`config.mk`:
```
export PLATFORM = sky130hd
export DESIGN_NAME = systolic_feeder
export DESIGN_NICKNAME = d
export VERILOG_FILES = /design/src/rtl/systolic_feeder.sv
export SDC_FILE = /design/constraint.sdc
export NUM_CORES = 1
export LEC_CHECK = 0
export ABC_AREA = 0
export BUFFER_PORTS_ARGS = -buffer_cell sky130_fd_sc_hd__buf_2
export CELL_PAD_IN_SITES_DETAIL_PLACEMENT = 0
export CELL_PAD_IN_SITES_GLOBAL_PLACEMENT = 1
export CORE_ASPECT_RATIO = 1.25
export CORE_MARGIN = 2
export CORE_UTILIZATION = 49
export DETAILED_ROUTE_END_ITERATION = 10
export PLACE_DENSITY_LB_ADDON = 0.15
export SLEW_MARGIN = 20
export SYNTH_ARGS = -nofsm -noshare
export SYNTH_HDL_FRONTEND = slang
export SYNTH_SLANG_ARGS = --single-unit
```
`constraint.sdc`:
```
create_clock -name clk_i -period 3 [get_ports clk_i]
set_input_delay 0.6 -clock clk_i [delete_from_list [all_inputs] [get_ports clk_i]]
set_output_delay 0.6 -clock clk_i [all_outputs]
set_load 0.02 [all_outputs]
```
`src/rtl/systolic_feeder.sv`:
```
// Operand feeder for a B x B systolic PE array: buffers A and W, then streams them diagonally skewed.
// Build option FEEDER_WEIGHT_HOLD_EN keeps W loaded across runs for weight-stationary reuse.
//
// state    | meaning
// S_IDLE   | accepting load beats, waiting for start with both matrices full
// S_CLEAR  | one cycle of accumulator clear to the array
// S_STREAM | skewed operand wavefront, t = 0..K+2B-3
// S_DONE   | one cycle done pulse, array results final
module systolic_feeder #(
  parameter int B               = 4,
  parameter int K               = 4,
  parameter int quantized_width = 8
) (
  input  logic                         clk_i,
  input  logic                         reset_i,
  input  logic                         load_valid_i,
  output logic                         load_ready_o,
  input  logic                         load_sel_i,
  input  logic [B*quantized_width-1:0] load_data_i,
  input  logic                         start_i,
  output logic                         busy_o,
  output logic                         acc_clr_o,
  output logic [B*quantized_width-1:0] data_o,
  output logic [B*quantized_width-1:0] weight_o,
  output logic                         done_o
);
  localparam int QW     = quantized_width;
  localparam int TW     = $clog2(K + 2*B);
  localparam int KCW    = (K > 1) ? $clog2(K) : 1;
  localparam int T_LAST = K + 2*B - 3;

  typedef enum logic [1:0] {S_IDLE, S_CLEAR, S_STREAM, S_DONE} state_t;

  state_t          state_q, state_d;
  logic [TW-1:0]   t_q, t_d;
  logic [KCW-1:0]  a_cnt_q, a_cnt_d, w_cnt_q, w_cnt_d;
  logic            a_full_q, a_full_d, w_full_q, w_full_d;
  logic [B*QW-1:0] data_q, data_d, weight_q, weight_d;
  logic [QW-1:0]   a_buf_q [B][K];
  logic [QW-1:0]   a_buf_d [B][K];
  logic [QW-1:0]   w_buf_q [K][B];
  logic [QW-1:0]   w_buf_d [K][B];
  int              tn;

  always_comb begin
    state_d  = state_q;
    t_d      = t_q;
    a_cnt_d  = a_cnt_q;
    w_cnt_d  = w_cnt_q;
    a_full_d = a_full_q;
    w_full_d = w_full_q;
    a_buf_d  = a_buf_q;
    w_buf_d  = w_buf_q;
    data_d   = '0;
    weight_d = '0;
    tn       = -1;
    case (state_q)
      S_IDLE: begin
        if (load_valid_i && !load_sel_i) begin
          for (int k = 0; k < K; k++)
            if (a_cnt_q == KCW'(k))
              for (int i = 0; i < B; i++) a_buf_d[i][k] = load_data_i[i*QW +: QW];
          a_cnt_d = (a_cnt_q == KCW'(K-1)) ? '0 : a_cnt_q + KCW'(1);
          if (a_cnt_q == KCW'(K-1)) a_full_d = 1'b1;
        end
        if (load_valid_i && load_sel_i) begin
          for (int k = 0; k < K; k++)
            if (w_cnt_q == KCW'(k))
              for (int i = 0; i < B; i++) w_buf_d[k][i] = load_data_i[i*QW +: QW];
          w_cnt_d = (w_cnt_q == KCW'(K-1)) ? '0 : w_cnt_q + KCW'(1);
          if (w_cnt_q == KCW'(K-1)) w_full_d = 1'b1;
        end
        // start looks at the full flags before any beat landing this same cycle
        if (start_i && a_full_q && w_full_q) state_d = S_CLEAR;
      end
      S_CLEAR: begin
        state_d = S_STREAM;
        t_d     = '0;
        tn      = 0;
      end
      S_STREAM: begin
        if (t_q == TW'(T_LAST)) begin
          state_d = S_DONE;
        end else begin
          t_d = t_q + TW'(1);
          tn  = int'(t_q) + 1;
        end
      end
      S_DONE: begin
        state_d  = S_IDLE;
        a_full_d = 1'b0;
        a_cnt_d  = '0;
`ifndef FEEDER_WEIGHT_HOLD_EN
        w_full_d = 1'b0;
        w_cnt_d  = '0;
`endif
      end
      default: state_d = S_IDLE;
    endcase
    // outputs for the coming stream cycle tn; lanes outside the wavefront stay 0
    for (int r = 0; r < B; r++)
      for (int k = 0; k < K; k++) begin
        if (tn == r + k) data_d[r*QW +: QW]   = a_buf_q[r][k];
        if (tn == r + k) weight_d[r*QW +: QW] = w_buf_q[k][r];
      end
  end

  always_ff @(posedge clk_i) begin
    if (reset_i) begin
      state_q  <= S_IDLE;
      t_q      <= '0;
      a_cnt_q  <= '0;
      w_cnt_q  <= '0;
      a_full_q <= 1'b0;
      w_full_q <= 1'b0;
      data_q   <= '0;
      weight_q <= '0;
    end else begin
      state_q  <= state_d;
      t_q      <= t_d;
      a_cnt_q  <= a_cnt_d;
      w_cnt_q  <= w_cnt_d;
      a_full_q <= a_full_d;
      w_full_q <= w_full_d;
      data_q   <= data_d;
      weight_q <= weight_d;
    end
  end

  always_ff @(posedge clk_i) begin
    a_buf_q <= a_buf_d;
    w_buf_q <= w_buf_d;
  end

  assign load_ready_o = (state_q == S_IDLE);
  assign busy_o       = (state_q == S_CLEAR) || (state_q == S_STREAM);
  assign acc_clr_o    = (state_q == S_CLEAR);
  assign done_o       = (state_q == S_DONE);
  assign data_o       = data_q;
  assign weight_o     = weight_q;
endmodule

```
* Yosys cells after proc, flatten, opt, wreduce, memory -nomap -nowiden
Index checks and enable logic that the tools add are counted.
** Word-level totals
- Register bits :: 332
- Bits of input ports :: 37
- Output and inout port bits :: 68
- Word-level logic and storage cells :: 144
** Cells by class
- Add/sub/neg operators :: 4
- Eq/ne operators :: 23
- Mux-type cells :: 51
- Reductions and logical operators :: 26
** Operators by type and width (number)
- 8-bit 2-to-1 mux :: 32
- 32-bit by 4-bit equality test with 1-bit output, second input constant :: 3
- 32-bit by 3-bit equality test with 1-bit output, second input constant :: 2
- 32-bit case mux with 2 select lines :: 1
- 32-bit by 2-bit equality test with 1-bit output, second input constant :: 1
- 32-bit logical NOT :: 1
- 32-bit 2-to-1 mux :: 1
- 3-bit AND reduction :: 10
- 2-bit equality test, second input constant :: 6
- 2-bit 2-to-1 mux :: 6
- 2-bit by 1-bit != test with 1-bit output, second input constant :: 5
- 2-bit case mux with 2 select lines :: 2
- 2-bit case mux with 4 select lines :: 1
- 4-bit case mux with 2 select lines :: 1
- 2-bit AND reduction :: 4
- 2-bit by 1-bit equality test with 1-bit output, second input constant :: 3
- 2-bit logical NOT :: 3
- 4-bit by 1-bit adder with 5-bit output, second input constant :: 1
- 2-bit by 1-bit adder with 2-bit output, second input constant :: 2
- 4-bit by 1-bit adder with 4-bit output, second input constant :: 1
- 4-bit equality test, second input constant :: 1
- 1-bit logical AND :: 4
- 1-bit 2-to-1 mux :: 4
- 4-bit 2-to-1 mux :: 1
- 5 further kinds :: 8

* Longest topological paths before layout
- Depth in word-level cells :: 8
- Mapped depth :: 9
- Mapped depth without buffers :: 6

* Worst setup path after synthesis
Ideal clock, no wire load.
- Path kind :: register -> register
- Start point :: register state_q[0]
- End point :: register w_buf_q[0] (netlist name), enable pin
- Arrival :: 1987 ps
- Required time :: 2608 ps
- Path slack :: 621 ps
- Cell stages (with the launch flop) :: 6
- Path buffers :: 1
- Period minus slack after synthesis :: 2379 ps
- Cell sequence :: dfxtp_1 > inv_1 > ha_1 > and3_1 > clkbuf_1 > and2_1
** Between the ends
- Longest elaborated chain between the ends :: 2
** Ends and longest elaborated chain
- start, declared :: RTL line 34 : state_t state_q, state_d;
- start signal, assigned :: RTL line 119 : state_q <= state_d;
- 2-bit logical NOT
- named net load_ready_o :: RTL line 17 : output logic load_ready_o,
- 3-bit AND reduction (no source line)
- end signal, assigned :: RTL line 132 : w_buf_q <= w_buf_d;
- end, declared :: RTL line 41 : logic [QW-1:0] w_buf_q [K][B];
The timed path passes the listed nets, and every way through them passes these cells.
A chain may end at the register's enable or synchronous reset.

* Final worst setup path
- Start point :: register state_q[0]
- End point :: register data_q[18] (netlist: data_o[18])
** Between the ends
- Longest elaborated chain between the ends :: 7
- Elaborated cells between the ends (all ways) :: 11
- Classes of those cells :: 6 x eq/ne; 5 x mux
** Ends and longest elaborated chain
- 2-bit equality test / 2-bit by 1-bit equality test with 1-bit output (equally long branches) :: RTL line 57 : case (state_q)
- 32-bit case mux with 2 select lines (*) :: RTL line 57
- 32-bit by 3-bit equality test with 1-bit output :: RTL line 103 : if (tn == r + k) data_d[r*QW +: QW] = a_buf_q[r][k];
- 8-bit 2-to-1 mux (3 in a row) :: RTL line 103
- 8-bit 2-to-1 mux (*) :: RTL line 103
- end signal, assigned :: RTL line 125 : data_q <= data_d;
- end, declared :: RTL line 38 : logic [B*QW-1:0] data_q, data_d, weight_q, weight_d;
Mark *: on every way between the ends. The rest lies on a longest branch, timed or not.

==> summary.txt <==
Die
  • FP Rows: 66
  • Die area: 28,100 um^2
  • Initial Utilization: 0.501
  • Core Area: 26,200 um^2
  • Chip width: 150 um
  • Die height: 187 um
  • Top Ports: 105

Layout
  • Area Growth Syn to Fin: 16.1%
  • Multi-input logic area: 3390 um^2
  • Final Instance Count excl. Fillers: 1,418
  • Fill count: 2,100
  • # diodes: 0
  • Share of cells above drive strength 1: 0.222
  • Nets@finish: 1,105
  • Final instance area: 15,200 um^2
  • FF+latch area: 9210 um^2

CTS
  • TritonCTS Sinks: 332
  • TritonCTS clock tree: done
  • CTS Buf Count: 34
  • PostCTS Resize Cnt: 0
  • CTS root buf: clkbuf_16
  • Clock transition at the registers of the reported paths: 0.06 ns
  • Worst-Skew Late Latency: 0.50 ns
  • Post-CTS Setup Repair Bufs: 0
  • H-tree depth: 2
  • Max clock buf depth: 3
  • Hold_buf cts: 0

Logic synthesis
  • Synth cell types: 48
  • Mean Syn Cell Area: 13.7 um^2
  • Synth Flop Type: edfxtp_1
  • Synthesized area: 13,100 um^2
  • Area leader, netlist: edfxtp_1
  • Synth Net Count: 1,007
  • Top cell type's share of synthesized area: 0.586
  • EDFF count, synth: 256
  • Synth top area cells: edfxtp_1, dfxtp_1, o41ai_1
  • Seq/Total Area, Yosys: 0.702
  • Synth cell count leaders: edfxtp_1, clkbuf_1, dfxtp_1, nand3_1, nand2_1
  • Yosys warning total: 0
  • Post-synth ARST share: 0
  • #FFs+latches synth: 332
  • Cell with the most instances after synthesis: edfxtp_1
  • Synth Instances: 955

Power
  • Leakage: 0.00508 uW
  • Combinational share of power: 0.118
  • Internal: 7860 uW
  • Sw Ratio: 0.250
  • Psw: 2620 uW
  • Clk pwr share: 0.381
  • Pwr Density: 689 nW/um^2
  • Flop pwr share: 0.501
  • VDD IR max: 527 uV

Routing
  • DR WL/cell: 23.1 um
  • 1st-pass router iterations: 5
  • Routed wire length: 32,800 um
  • DR DRC count: 0
  • Drt via density: 6.10
  • Number of antenna-violating nets in the routed design: 0
  • First DRT Iteration DRCs: 667
  • Via count: 8,652

Critical path
  • Critical-path cell list: inv_1 -> ha_1 -> and2_1 -> mux2_4 -> or3_1 -> a31oi_1
  • CP Data Arrival Time: 2.95 ns
  • Critical-path top delay cell: or3_1
  • Critical Path Sink Type: flip-flop
  • Setup crit start: state_q[0]$_SDFFE_PP0P_
  • Kind of critical path: flip-flop to flip-flop
  • FF-to-FF Start: state_q[0]$_SDFFE_PP0P_
  • Crit path largest cell delay: 0.70 ns
  • Setup slack, reg-to-reg: 0.45 ns
  • Largest fanout on the critical path: 20
  • Worst Path Required: 3.40 ns
  • CP Launch Type: flip-flop

GRT
  • Antenna violations before repair: 0
  • Vias in the first global route: 8,776
  • Gr usage total: 0.235
  • Grt ovf: 0
  • First-pass GRT wire length: 51,000 um
  • Largest net degree at the start of global routing: 53

Timing
  • Max-slew violation count: 0
  • Min Hold Slack: 0.375 ns
  • RSZ-0062 raised after global routing: false
  • Setup TNS: 0 ns
  • Endpoints failing setup: 0
  • Max Freq: 393 MHz
  • Worst Clk Skew: 0.00954 ns
  • Final hold vios: 0
  • Worst slew pin tran: 0.751 ns
  • Headroom to the max-slew limit: 0.499
  • Period utilization: 0.849
  • Crit path time final: 2.55 ns

Placement
  • Placed cell areas: 14,200 um^2
  • RD Place Congestion: 0.767
  • # port buffers: 104
  • Cells after DPL: 1,357
  • Detailed placement HPWL: 19,000 um

Hold path
  • Hold wc startpoint: load_data_i[23]
  • Worst min path class: input port to flip-flop

Outcome
  • Outcome: complete, no violations

Flow run
  • Max Cap Viol: 0
layout make-up:
| cell class | count | area share |
|---|---|---|
| Timing Repair Buffer | 156 | 0.0648 |
| Tap cell | 340 | 0.0280 |
| Clock inverter | 12 | 0.00551 |
| Clock buffer | 49 | 0.0630 |
| Inverter | 43 | 0.0106 |
| Sequential cell | 332 | 0.605 |
| Multi-Input combinational cell | 486 | 0.223 |
worst paths after layout:
kind	cells past startpoint	end
worst max-delay path	6	data_o[18]$_SDFF_PP0_
worst max register to register	6	data_o[18]$_SDFF_PP0_
worst min-delay path	1	a_buf_q[39]$_DFFE_PP_
worst min register to register	2	a_full_q$_SDFFE_PP0P_
cells by family (layout without fill, tap and decap cells):
| kind of cell | count (synthesis) | count (layout) | synth area share |
|---|---|---|---|
| buf+inv | 137 | 260 | 0.0427 |
| fa+ha+maj | 15 | 15 | 0.0143 |
| xor+xnor | 6 | 6 | 0.00401 |
| compound gates | 245 | 245 | 0.148 |
| simple gates | 215 | 215 | 0.0842 |
| flops | 332 | 332 | 0.702 |
| mux | 5 | 5 | 0.00429 |
cells in the final DEF, fill, tap and decap left out, types with 3 or more instances in the layout:
cell,count
inv_1,41
nand3_1,69
clkbuf_16,35
buf_12,6
o211ai_1,16
a211o_1,18
clkbuf_1,11
nor2_1,13
and3_1,5
buf_4,46
xor2_1,3
dfxtp_1,75
o221ai_1,16
a32oi_1,4
a21oi_1,3
nand4_1,48
nor3_1,3
clkinv_2,6
o41ai_1,48
clkinv_1,5
clkbuf_8,3
a211oi_1,35
edfxtp_1,256
and2_2,8
nand2_1,54
ha_1,15
buf_2,104
o221a_2,16
o31ai_1,32
a31oi_1,49
metal layers:
metal	routed length (um)	GRT usage
met5	0	0
met4	702	0.0602
met3	1470	0.0305
met2	17000	0.406
met1	13600	0.315
power by group through the flow:
stage | sequential [uW] | clock, uW | combinational, uW
global route | 5260 | 4230 | 1350
finish | 5250 | 3990 | 1240
floorplan | 5350 | 0 | 745
global placement | 5340 | 0 | 1240
detailed placement | 5350 | 0 | 1250
CTS | 5250 | 4060 | 1260
metrics by stage:
| stage | worst slack [ns] | total power, uW | utilization |
|---|---|---|---|
| finish | 0.454 | 10500 | 0.581 |
| global route | 0.298 | 10900 | 0.581 |
| CTS | 0.446 | 10600 | 0.581 |
| detailed placement | 0.461 | 6600 | 0.541 |
| global placement | 0.522 | 6580 | 0.541 |
| floorplan | 0.621 | 6090 | - |
worst max-delay path: cells and delay by family, from the launching register on:
family | cells | cell delay (ns)
simple gates | 2 | 0.94
mux | 1 | 0.40
flops | 1 | 0.38
fa+ha+maj | 1 | 0.31
compound gates | 1 | 0.31
buf+inv | 1 | 0.10
state kept, by name, indices dropped and copies added, names as in the netlist:
name	cells
a_buf_q	128
w_full_q	1
w_buf_q	128
weight_o	32
data_o	32
t_q	4
a_full_q	1
a_cnt_q	2
w_cnt_q	2
state_q	2
Note: power is estimated with default switching activity, not from simulation.
